<file path="src/rtl/threewire_cmd_queue_if.sv">
// Host-side request/response bundle for threewire_cmd_queue.
// The queue uses the slave modport. The host logic uses the master modport.
interface threewire_cmd_queue_if #(
    parameter int unsigned TWQ_ADDRESS_BITS = 10,
    parameter int unsigned TWQ_DATA_BITS    = 32
);
    logic                        in_req_valid;
    logic                        out_req_ready;
    logic                        in_req_wr;
    logic [TWQ_ADDRESS_BITS-1:0] in_req_addr;
    logic [TWQ_DATA_BITS-1:0]    in_req_wdata;
    logic                        out_rsp_valid;
    logic                        in_rsp_ready;
    logic [TWQ_DATA_BITS-1:0]    out_rsp_data;
    logic                        out_rsp_err;

    modport master (
        output in_req_valid, in_req_wr, in_req_addr, in_req_wdata, in_rsp_ready,
        input  out_req_ready, out_rsp_valid, out_rsp_data, out_rsp_err
    );

    modport slave (
        input  in_req_valid, in_req_wr, in_req_addr, in_req_wdata, in_rsp_ready,
        output out_req_ready, out_rsp_valid, out_rsp_data, out_rsp_err
    );
endinterface

</file>
<file path="src/rtl/threewire_cmd_queue.sv">
// Command FIFO and sequencer that drives threewire_master_ctrl one operation at a time.
// The optional watchdog is built only when THREEWIRE_QUEUE_TIMEOUT_EN is defined.
module threewire_cmd_queue #(
    parameter int unsigned TWQ_ADDRESS_BITS    = 10,
    parameter int unsigned TWQ_DATA_BITS       = 32,
    parameter int unsigned TWQ_FIFO_DEPTH_LOG2 = 2,
    parameter int unsigned TWQ_TIMEOUT_CYCLES  = 4096
) (
    input  logic                           in_clk,
    input  logic                           in_rst_n,
    threewire_cmd_queue_if.slave           host,
    output logic [TWQ_FIFO_DEPTH_LOG2:0]   out_fifo_level,
    output logic                           out_busy,
    output logic                           out_tw_start,
    output logic                           out_tw_mode_wr,
    output logic [TWQ_ADDRESS_BITS-1:0]    out_tw_addr,
    output logic [TWQ_DATA_BITS-1:0]       out_tw_wr_data,
    input  logic [TWQ_DATA_BITS-1:0]       in_tw_rd_data,
    input  logic                           in_tw_in_progress
);
    localparam int unsigned Depth     = 1 << TWQ_FIFO_DEPTH_LOG2;
    localparam int unsigned EntryBits = 1 + TWQ_ADDRESS_BITS + TWQ_DATA_BITS;
    localparam logic [TWQ_FIFO_DEPTH_LOG2-1:0] PtrOne = TWQ_FIFO_DEPTH_LOG2'(1);
    localparam logic [TWQ_FIFO_DEPTH_LOG2:0]   LevelOne  = (TWQ_FIFO_DEPTH_LOG2 + 1)'(1);
    localparam logic [TWQ_FIFO_DEPTH_LOG2:0]   LevelFull = {1'b1, {TWQ_FIFO_DEPTH_LOG2{1'b0}}};

    localparam logic [1:0] StIdle     = 2'd0;
    localparam logic [1:0] StWaitBusy = 2'd1;
    localparam logic [1:0] StWaitDone = 2'd2;

    logic [EntryBits-1:0]           fifo_mem [Depth];
    logic [TWQ_FIFO_DEPTH_LOG2-1:0] wr_ptr_q, rd_ptr_q;
    logic [TWQ_FIFO_DEPTH_LOG2:0]   level_q, level_d;
    logic [1:0]                     state_q, state_d;
    logic                           push, pop, rsp_load, timeout_hit;
    logic                           head_wr;
    logic [TWQ_ADDRESS_BITS-1:0]    head_addr;
    logic [TWQ_DATA_BITS-1:0]       head_wdata;
    logic                           tw_start_q, tw_mode_wr_q;
    logic [TWQ_ADDRESS_BITS-1:0]    tw_addr_q;
    logic [TWQ_DATA_BITS-1:0]       tw_wr_data_q;
    logic                           rsp_valid_q;
    logic [TWQ_DATA_BITS-1:0]       rsp_data_q;

    // Ready depends only on the registered level, so a pop cannot make room in the same cycle.
    assign host.out_req_ready = (level_q != LevelFull);
    assign push = host.in_req_valid && host.out_req_ready;
    assign pop  = (state_q == StIdle) && (level_q != '0) && !rsp_valid_q;
    assign {head_wr, head_addr, head_wdata} = fifo_mem[rd_ptr_q];
    assign rsp_load = (state_q == StWaitDone) && !in_tw_in_progress && !tw_mode_wr_q;

    always_comb begin
        level_d = level_q;
        if (push && !pop) begin
            level_d = level_q + LevelOne;
        end else if (pop && !push) begin
            level_d = level_q - LevelOne;
        end
    end

    always_comb begin
        state_d = state_q;
        case (state_q)
            StIdle:     if (pop) state_d = StWaitBusy;
            StWaitBusy: if (in_tw_in_progress) state_d = StWaitDone;
            StWaitDone: if (!in_tw_in_progress) state_d = StIdle;
            default:    state_d = StIdle;
        endcase
        if (timeout_hit) begin
            state_d = StIdle;
        end
    end

    always_ff @(posedge in_clk) begin
        if (push) begin
            fifo_mem[wr_ptr_q] <= {host.in_req_wr, host.in_req_addr, host.in_req_wdata};
        end
    end

    always_ff @(posedge in_clk) begin
        if (!in_rst_n) begin
            state_q      <= StIdle;
            wr_ptr_q     <= '0;
            rd_ptr_q     <= '0;
            level_q      <= '0;
            tw_start_q   <= 1'b0;
            tw_mode_wr_q <= 1'b0;
            tw_addr_q    <= '0;
            tw_wr_data_q <= '0;
            rsp_valid_q  <= 1'b0;
            rsp_data_q   <= '0;
        end else begin
            state_q    <= state_d;
            level_q    <= level_d;
            tw_start_q <= pop;
            if (push) begin
                wr_ptr_q <= wr_ptr_q + PtrOne;
            end
            if (pop) begin
                rd_ptr_q     <= rd_ptr_q + PtrOne;
                tw_mode_wr_q <= head_wr;
                tw_addr_q    <= head_addr;
                tw_wr_data_q <= head_wdata;
            end
            if (host.in_rsp_ready) begin
                rsp_valid_q <= 1'b0;
            end
            if (rsp_load) begin
                rsp_valid_q <= 1'b1;
                rsp_data_q  <= in_tw_rd_data;
            end
            if (timeout_hit) begin
                rsp_valid_q <= 1'b1;
                rsp_data_q  <= '0;
            end
        end
    end

`ifdef THREEWIRE_QUEUE_TIMEOUT_EN
    localparam int unsigned WdBits = (TWQ_TIMEOUT_CYCLES > 2) ? $clog2(TWQ_TIMEOUT_CYCLES) : 1;
    localparam logic [WdBits-1:0] WdLast = WdBits'(TWQ_TIMEOUT_CYCLES - 1);
    localparam logic [WdBits-1:0] WdOne  = WdBits'(1);

    logic [WdBits-1:0] wd_cnt_q;
    logic              rsp_err_q;

    assign timeout_hit = (state_q != StIdle) && (wd_cnt_q == WdLast);

    always_ff @(posedge in_clk) begin
        if (!in_rst_n) begin
            wd_cnt_q  <= '0;
            rsp_err_q <= 1'b0;
        end else begin
            if (pop) begin
                wd_cnt_q <= '0;
            end else if (state_q != StIdle) begin
                wd_cnt_q <= wd_cnt_q + WdOne;
            end
            if (timeout_hit) begin
                rsp_err_q <= 1'b1;
            end else if (rsp_load) begin
                rsp_err_q <= 1'b0;
            end
        end
    end

    assign host.out_rsp_err = rsp_err_q;
`else
    assign timeout_hit = 1'b0;
    // Timeout parameter is kept on the port list so both builds share one instantiation.
    assign host.out_rsp_err = (TWQ_TIMEOUT_CYCLES == 0) && 1'b0;
`endif

    assign host.out_rsp_valid = rsp_valid_q;
    assign host.out_rsp_data  = rsp_data_q;
    assign out_fifo_level     = level_q;
    assign out_busy           = (state_q != StIdle) || (level_q != '0) || rsp_valid_q;
    assign out_tw_start       = tw_start_q;
    assign out_tw_mode_wr     = tw_mode_wr_q;
    assign out_tw_addr        = tw_addr_q;
    assign out_tw_wr_data     = tw_wr_data_q;
endmodule

</file>
<file path="src/flat_wrapper.sv">
// flat-port wrapper written by rule: the top's interface ports become plain ports
module threewire_cmd_queue_flat 
#(
    parameter int unsigned TWQ_ADDRESS_BITS    = 10,
    parameter int unsigned TWQ_DATA_BITS       = 32,
    parameter int unsigned TWQ_FIFO_DEPTH_LOG2 = 2,
    parameter int unsigned TWQ_TIMEOUT_CYCLES  = 4096
)
  (in_clk, in_rst_n, out_fifo_level, out_busy, out_tw_start, out_tw_mode_wr, out_tw_addr, out_tw_wr_data, in_tw_rd_data, in_tw_in_progress, host_in_req_valid, host_in_req_wr, host_in_req_addr, host_in_req_wdata, host_in_rsp_ready, host_out_req_ready, host_out_rsp_valid, host_out_rsp_data, host_out_rsp_err);
  threewire_cmd_queue_if #(.TWQ_ADDRESS_BITS(TWQ_ADDRESS_BITS), .TWQ_DATA_BITS(TWQ_DATA_BITS)) host_i ();
  input  logic in_clk;
  input  logic in_rst_n;
  output logic [TWQ_FIFO_DEPTH_LOG2:0] out_fifo_level;
  output logic out_busy;
  output logic out_tw_start;
  output logic out_tw_mode_wr;
  output logic [TWQ_ADDRESS_BITS-1:0] out_tw_addr;
  output logic [TWQ_DATA_BITS-1:0] out_tw_wr_data;
  input  logic [TWQ_DATA_BITS-1:0] in_tw_rd_data;
  input  logic in_tw_in_progress;
  input wire logic [$bits(host_i.in_req_valid)-1:0] host_in_req_valid;
  input wire logic [$bits(host_i.in_req_wr)-1:0] host_in_req_wr;
  input wire logic [$bits(host_i.in_req_addr)-1:0] host_in_req_addr;
  input wire logic [$bits(host_i.in_req_wdata)-1:0] host_in_req_wdata;
  input wire logic [$bits(host_i.in_rsp_ready)-1:0] host_in_rsp_ready;
  output wire logic [$bits(host_i.out_req_ready)-1:0] host_out_req_ready;
  output wire logic [$bits(host_i.out_rsp_valid)-1:0] host_out_rsp_valid;
  output wire logic [$bits(host_i.out_rsp_data)-1:0] host_out_rsp_data;
  output wire logic [$bits(host_i.out_rsp_err)-1:0] host_out_rsp_err;
  assign host_i.in_req_valid = host_in_req_valid;
  assign host_i.in_req_wr = host_in_req_wr;
  assign host_i.in_req_addr = host_in_req_addr;
  assign host_i.in_req_wdata = host_in_req_wdata;
  assign host_i.in_rsp_ready = host_in_rsp_ready;
  assign host_out_req_ready = host_i.out_req_ready;
  assign host_out_rsp_valid = host_i.out_rsp_valid;
  assign host_out_rsp_data = host_i.out_rsp_data;
  assign host_out_rsp_err = host_i.out_rsp_err;
  threewire_cmd_queue #(.TWQ_ADDRESS_BITS(TWQ_ADDRESS_BITS), .TWQ_DATA_BITS(TWQ_DATA_BITS), .TWQ_FIFO_DEPTH_LOG2(TWQ_FIFO_DEPTH_LOG2), .TWQ_TIMEOUT_CYCLES(TWQ_TIMEOUT_CYCLES)) u_core (.in_clk(in_clk), .in_rst_n(in_rst_n), .host(host_i), .out_fifo_level(out_fifo_level), .out_busy(out_busy), .out_tw_start(out_tw_start), .out_tw_mode_wr(out_tw_mode_wr), .out_tw_addr(out_tw_addr), .out_tw_wr_data(out_tw_wr_data), .in_tw_rd_data(in_tw_rd_data), .in_tw_in_progress(in_tw_in_progress));
endmodule
</file>
<file path="config.mk">
export PLATFORM = sky130hd
export DESIGN_NAME = threewire_cmd_queue_flat
export DESIGN_NICKNAME = d
export VERILOG_FILES = /design/src/rtl/threewire_cmd_queue_if.sv /design/src/rtl/threewire_cmd_queue.sv /design/src/flat_wrapper.sv
export SDC_FILE = /design/constraint.sdc
export NUM_CORES = 1
export LEC_CHECK = 0
export ABC_AREA = 1
export CORE_ASPECT_RATIO = 0.9
export CORE_MARGIN = 4
export CORE_UTILIZATION = 45
export CTS_CLUSTER_DIAMETER = 60
export DETAILED_ROUTE_END_ITERATION = 12
export PLACE_DENSITY = 0.71
export SLEW_MARGIN = 5
export SYNTH_ARGS = -nofsm -noshare
export SYNTH_HDL_FRONTEND = slang
export SYNTH_SLANG_ARGS = --single-unit
export TNS_END_PERCENT = 10
</file>
<file path="constraint.sdc">
create_clock -name in_clk -period 2.95 [get_ports in_clk]
set_input_delay 0.7375 -clock in_clk [delete_from_list [all_inputs] [get_ports in_clk]]
set_output_delay 0.7375 -clock in_clk [all_outputs]
set_load 0.1 [all_outputs]
</file>
## Word-level counts from Yosys, hierarchy flattened

Memory sizes are Yosys's and may differ from the RTL's. A register that Yosys moved wholly into a read port is not among the register bits.
Cells that the tools add are included.

- Register bits after elaboration: 43
- Latch bits: 0
- Memory bits (writable): 172
- ROM bits: 0
- Word-level logic and storage cells: 49
- Memories: 1

Memories:

| memory | depth | bits a word | read ports | clocked after memory_dff | wr ports | RTL line | text |
|---|---|---|---|---|---|---|---|
| u_core.fifo_mem | 4 | 43 | 1 | 1 | 1 | threewire_cmd_queue.sv:31 | `logic [EntryBits-1:0] fifo_mem [Depth];` |

- Add/sub/neg operators: 4
- Multipliers: 0
- Divide/modulo/power cells: 0
- $lt $le $gt $ge: 0
- Equal/unequal tests: 6
- Shifts and indexed selects: 0
- Multiplexer cells: 10
- Bitwise logic cells: 0
- Reductions and logical operators: 21

Operators with widths:

| operator | number |
|---|---|
| 1-bit logical AND | 7 |
| 1-bit zero test | 6 |
| 2-bit two-way mux | 3 |
| 3-bit two-way mux | 2 |
| 2-bit one-hot mux with 3 select lines | 1 |
| 2-bit nonzero test | 3 |
| 2-bit by 1-bit adder with 2-bit output (second input constant) | 2 |
| 1-bit two-way mux | 4 |
| 2-bit inequality test (second input constant) | 2 |
| 3-bit by 1-bit adder with 3-bit output (second input constant) | 1 |
| 3-bit inequality test (second input constant) | 1 |
| 3-bit AND reduction | 1 |
| 3-bit nonzero test | 1 |
| 3-bit by 1-bit subtractor with 3-bit output (second input constant) | 1 |
| 2-bit by 1-bit == test with 1-bit output (second input constant) | 1 |
| 2-bit == test (second input constant) | 1 |
| 2-bit zero test | 1 |
| 1-bit logical OR | 2 |
| 2-bit by 1-bit inequality test with 1-bit output (second input constant) | 1 |

## Depth between registers and ports, before layout

- Word-level depth: 6
- Depth in mapped cells: 14
- Mapped depth without buffers: 13

## Least setup slack after synthesis

No wires, ideal clock.

- Path kind: register to register
- Start point: register u_core.level_q[1] (netlist: u_core.out_fifo_level[1])
- End point: memory u_core.fifo_mem[0][0] (netlist bit), enable pin
- Arrival: 4.192 ns
- Data required time: 2.506 ns
- Path slack: -1.686 ns
- Stages on the path, launching flop included: 5
- Path buffers: 0
- Period minus slack after synthesis: 4.636 ns
- Path through: dfxtp_1 inv_1 nand3_1 nand2_1 nor2_1

- Longest elaborated chain between the ends: 4

RTL lines:

| element | RTL line | text |
|---|---|---|
| start: declaration | threewire_cmd_queue.sv:33 | `logic [TWQ_FIFO_DEPTH_LOG2:0] level_q, level_d;` |
| start signal: assignment | threewire_cmd_queue.sv:94 | `level_q <= level_d;` |
| 3-bit inequality test | threewire_cmd_queue.sv:46 | `assign host.out_req_ready = (level_q != LevelFull);` |
| named net host_out_req_ready | flat_wrapper.sv:26 | `output wire logic [$bits(host_i.out_req_ready)-1:0] host_out_req_ready;` |
| 1-bit logical AND | threewire_cmd_queue.sv:47 | `assign push = host.in_req_valid && host.out_req_ready;` |
| 1-bit two-way mux | threewire_cmd_queue.sv:75 | `if (push) begin` |
| 1-bit two-way mux (not written as such) | threewire_cmd_queue.sv:76 | `fifo_mem[wr_ptr_q] <= {host.in_req_wr, host.in_req_addr, host.in_req_wdata};` |
| end: declaration | threewire_cmd_queue.sv:31 |  |

The timed path passes the listed nets, and every way through them passes these cells.

## Final worst setup path

- Start point: register u_core.state_q[0]
- End point: output out_busy

- Longest elaborated chain between the ends: 3

RTL lines:

| element | RTL line | text |
|---|---|---|
| start: declaration | threewire_cmd_queue.sv:34 | `logic [1:0] state_q, state_d;` |
| start signal: assignment | threewire_cmd_queue.sv:82 | `state_q <= StIdle;` |
| start signal: assignment | threewire_cmd_queue.sv:93 | `state_q <= state_d;` |
| 2-bit nonzero test | threewire_cmd_queue.sv:157 | `assign out_busy = (state_q != StIdle) \|\| (level_q != '0) \|\| rsp_valid_q;` |
| 1-bit logical OR (2 in series) | threewire_cmd_queue.sv:157 |  |
| end: declaration | flat_wrapper.sv:14 | `output logic out_busy;` |

No other way between the ends.

==> summary.md <==
| Metric | Value |
|---|---|
| Die X | `170.5 microns` |
| ANT nets after route | `0` |
| Hold path depth | `2` |
| IO Pins | `163` |
| Wl on met1 | `10250 microns` |
| Post-layout net count | `1410` |
| Final period util | `0.7629` |
| Fin. max-slew vios | `0` |
| Via/cell ratio | `4.692` |
| Area grow syn2layout | `23.66%` |
| Initial Utilization | `0.4580` |
| First-pass DRT Iterations | `4` |
| Synth cell count leaders | `347 x nand2_1, 230 x inv_1, 172 x edfxtp_1` |
| Worst Tran Pin Value | `0.9348 ns` |
| IO buf count | `161` |
| Clock slew at reported path FFs | `0.06 ns` |
| Syn Area/Cell | `9.122 sq um` |
| P per Cell Area | `988.2 mW/mm^2` |
| Post-cts sizing count | `0` |
| RePlAce Congestion | `0.7664` |
| Critical-path cell list | `inv_1 -> nand2_1 -> nor2_4 -> nand4_1 -> buf_4` |
| Sequential power share | `0.359` |
| Metal3 WL | `1431 microns` |
| Post-synth top area cell | `edfxtp_1` |
| DRC | `0` |
| Antenna violations before repair | `2` |
| GRT overflow | `0` |
| Full die area | `0.02629 sq mm` |
| Iteration-0 DRC Markers | `464` |
| Yosys top cell area share | `0.4831` |
| FMAX | `444.3 MHz` |
| First-pass GRT wire length | `37100 microns` |
| CP endpoint kind | `output port` |
| Min-delay worst type | `reg -> reg` |
| Minimum clock period | `2.251 ns` |
| Overall routing resource usage | `0.1716` |
| Setup Viol. Count Final | `0` |
| Flops & latches, synth | `258` |
| Fraction of layout cells with a size suffix above 1 | `0.1138` |
| Worst Reg-to-Reg Cells | `6` |
| Drt wl/cell | `13.85 microns` |
| Startpoint Class | `flop` |
| Main flop type after synthesis | `edfxtp_1` |
| # diodes | `0` |
| Setup tns final | `0 ns` |
| Outcome | `finished clean` |
| Cells after Synth | `1172` |
| Crit-path max cell delay | `0.32 ns` |
| Hold slack | `0.4604 ns` |
| Syn nets | `1258` |
| RSZ-0062 raised after global routing | `no` |
| Worst Clk Skew | `0.01596 ns` |
| Synth top area cells | `edfxtp_1 48%, dfxtp_1 16%, nand2_1 12%` |
| CTS tree | `done` |
| Critical path fanouts, max | `4` |
| Post-synth EDFFs | `172` |
| Max_cap viols | `0` |
| P_int | `7.466 mW` |
| DR vias | `7727` |
| Clk pwr share | `0.235` |
| CTS H-tree depth | `1` |
| # clock sinks | `258` |
| Clk buf depth | `3` |
| Seq/Total Area, Yosys | `0.6441` |
| CP Class | `reg -> out` |
| Vias in the first global route | `7452` |
| Gate power share | `0.406` |
| Setup Buffers After CTS | `0` |
| Final WS setup | `0.6994 ns` |
| Syn. warnings | `0` |
| Clock latency on the worst-skew pair | `0.53 ns` |
| Crit path DAT | `1.51 ns` |
| P_sw | `5.599 mW` |
| Top Layer Used | `met5` |
| Top-count cell post-synth | `nand2_1` |
| Async S/R FF share, synth | `0` |
| Std cell rows | `53` |
| Drt total wl | `22820 microns` |
| P_leak | `5.985 nW` |
| Fin. Hold Viols | `0` |
| Synth cell types | `22` |
| Worst EP required | `2.21 ns` |
| Switch share | `0.4285` |
| DP HPWL | `14030 microns` |
| Pin count of the biggest net entering global routing | `91` |
| Core area | `0.02334 sq mm` |
| Slew margin rel. | `0.3768` |
| Crit path max-delay cell type | `dfxtp_1` |
| Post-Place Setup Slack | `0.5444 ns` |
| Netlist Area Pre-Place | `0.01069 sq mm` |
| Hold-fix buffers, CTS | `0` |
| CTS Root Cell | `clkbuf_16` |
| Die H | `154.2 microns` |
| Met2 WL | `10580 microns` |
| Maximum VDD drop | `695.1 uV` |
| Clock buffers created by TritonCTS | `27` |
-- registers in the layout, summed over array words and instances (netlist names) --
| signal | count |
|---|---|
| u_core.fifo_mem | 172 |
| u_core.host.out_rsp_data | 32 |
| u_core.out_tw_wr_data | 32 |
| u_core.out_tw_addr | 10 |
| u_core.out_fifo_level | 3 |
| u_core.rd_ptr_q | 2 |
| u_core.state_q | 2 |
| u_core.wr_ptr_q | 2 |
| u_core.host.out_rsp_valid | 1 |
| u_core.out_tw_mode_wr | 1 |
| u_core.out_tw_start | 1 |
-- through the flow --
step	cell area, sq um	cells	total power [mW]	utilization
after global placement	12420	1597	10.03	0.5320
after global routing	13220	1647	13.88	0.5664
after floorplan	10730	1172	8.920	-
after CTS	13220	1647	13.20	0.5664
after detailed placement	12420	1597	10.11	0.5320
final	13220	1647	13.07	0.5664
-- kinds of logic (layout without fill, tap and decap cells) --
group | count (synthesis) | after routing | synth area share
adder cells (fa/ha/maj) | 6 | 6 | 0.007724
flip-flops | 258 | 258 | 0.6441
buffers and inverters | 290 | 463 | 0.1104
other | 1 | 1 | 0.0003507
AND/OR/NAND/NOR | 574 | 574 | 0.2173
AO/OA/AOI/OAI | 43 | 43 | 0.02013
-- cell type report --
| class | instances | area, sq um |
|---|---|---|
| Fill cell | 1958 | 10120 |
| Sequential cell | 258 | 6895 |
| Multi-Input combinational cell | 624 | 2668 |
| Timing Repair Buffer | 179 | 1599 |
| Inverter | 234 | 878.3 |
| Clock buffer | 44 | 769.5 |
| Tap cell | 302 | 377.9 |
| Clock inverter | 6 | 33.78 |
-- layer usage --
metal | GRT usage | up-vias
met4 | 0.04753 | 4
met3 | 0.03373 | 40
met5 | 0 | -
li1 | - | 3914
met1 | 0.2320 | 3581
met2 | 0.2839 | 188
-- power groups by stage --
stage	Clock [mW]	Sequential, mW	Combinational (mW)
after global routing	3.28	4.76	5.84
final	3.07	4.70	5.30
after detailed placement	0	4.77	5.34
after CTS	3.15	4.70	5.36
after floorplan	0	6.44	2.48
after global placement	0	4.76	5.27
-- final timing paths --
check                               start                           end  slack [ns]
min reg2reg  u_core.host.out_rsp_data[30]  u_core.host.out_rsp_data[30]        0.46
max                     u_core.state_q[0]                      out_busy        0.70
max reg2reg      u_core.out_fifo_level[1]     u_core.out_tw_wr_data[13]        1.04
min          u_core.host.out_rsp_data[30]  u_core.host.out_rsp_data[30]        0.46
-- layout by cell type, fill, tap and decap left out, types with 2 or more instances in the layout --
cell	synthesis	layout
a21oi_1	39	39
buf_12	0	5
buf_4	5	95
clkbuf_1	11	14
clkbuf_16	0	27
clkbuf_8	0	3
clkdlybuf4s50_1	0	78
clkinv_1	0	2
clkinv_2	0	2
dfxtp_1	86	81
dfxtp_2	0	4
edfxtp_1	172	172
ha_1	5	5
inv_1	230	230
inv_2	4	4
nand2_1	347	347
nand3_1	122	121
nor2_1	100	95
nor2_2	1	2
nor2_4	1	5
o21ai_0	4	4
-- worst max-delay path: cells and delay by family (launching register included) --
kind / cells / cell delay [ns]
and+or+nand+nor: 3 / 0.34
DFF: 1 / 0.32
buffers and inverters: 2 / 0.32
No activity file was read; power rests on OpenSTA's default activity.
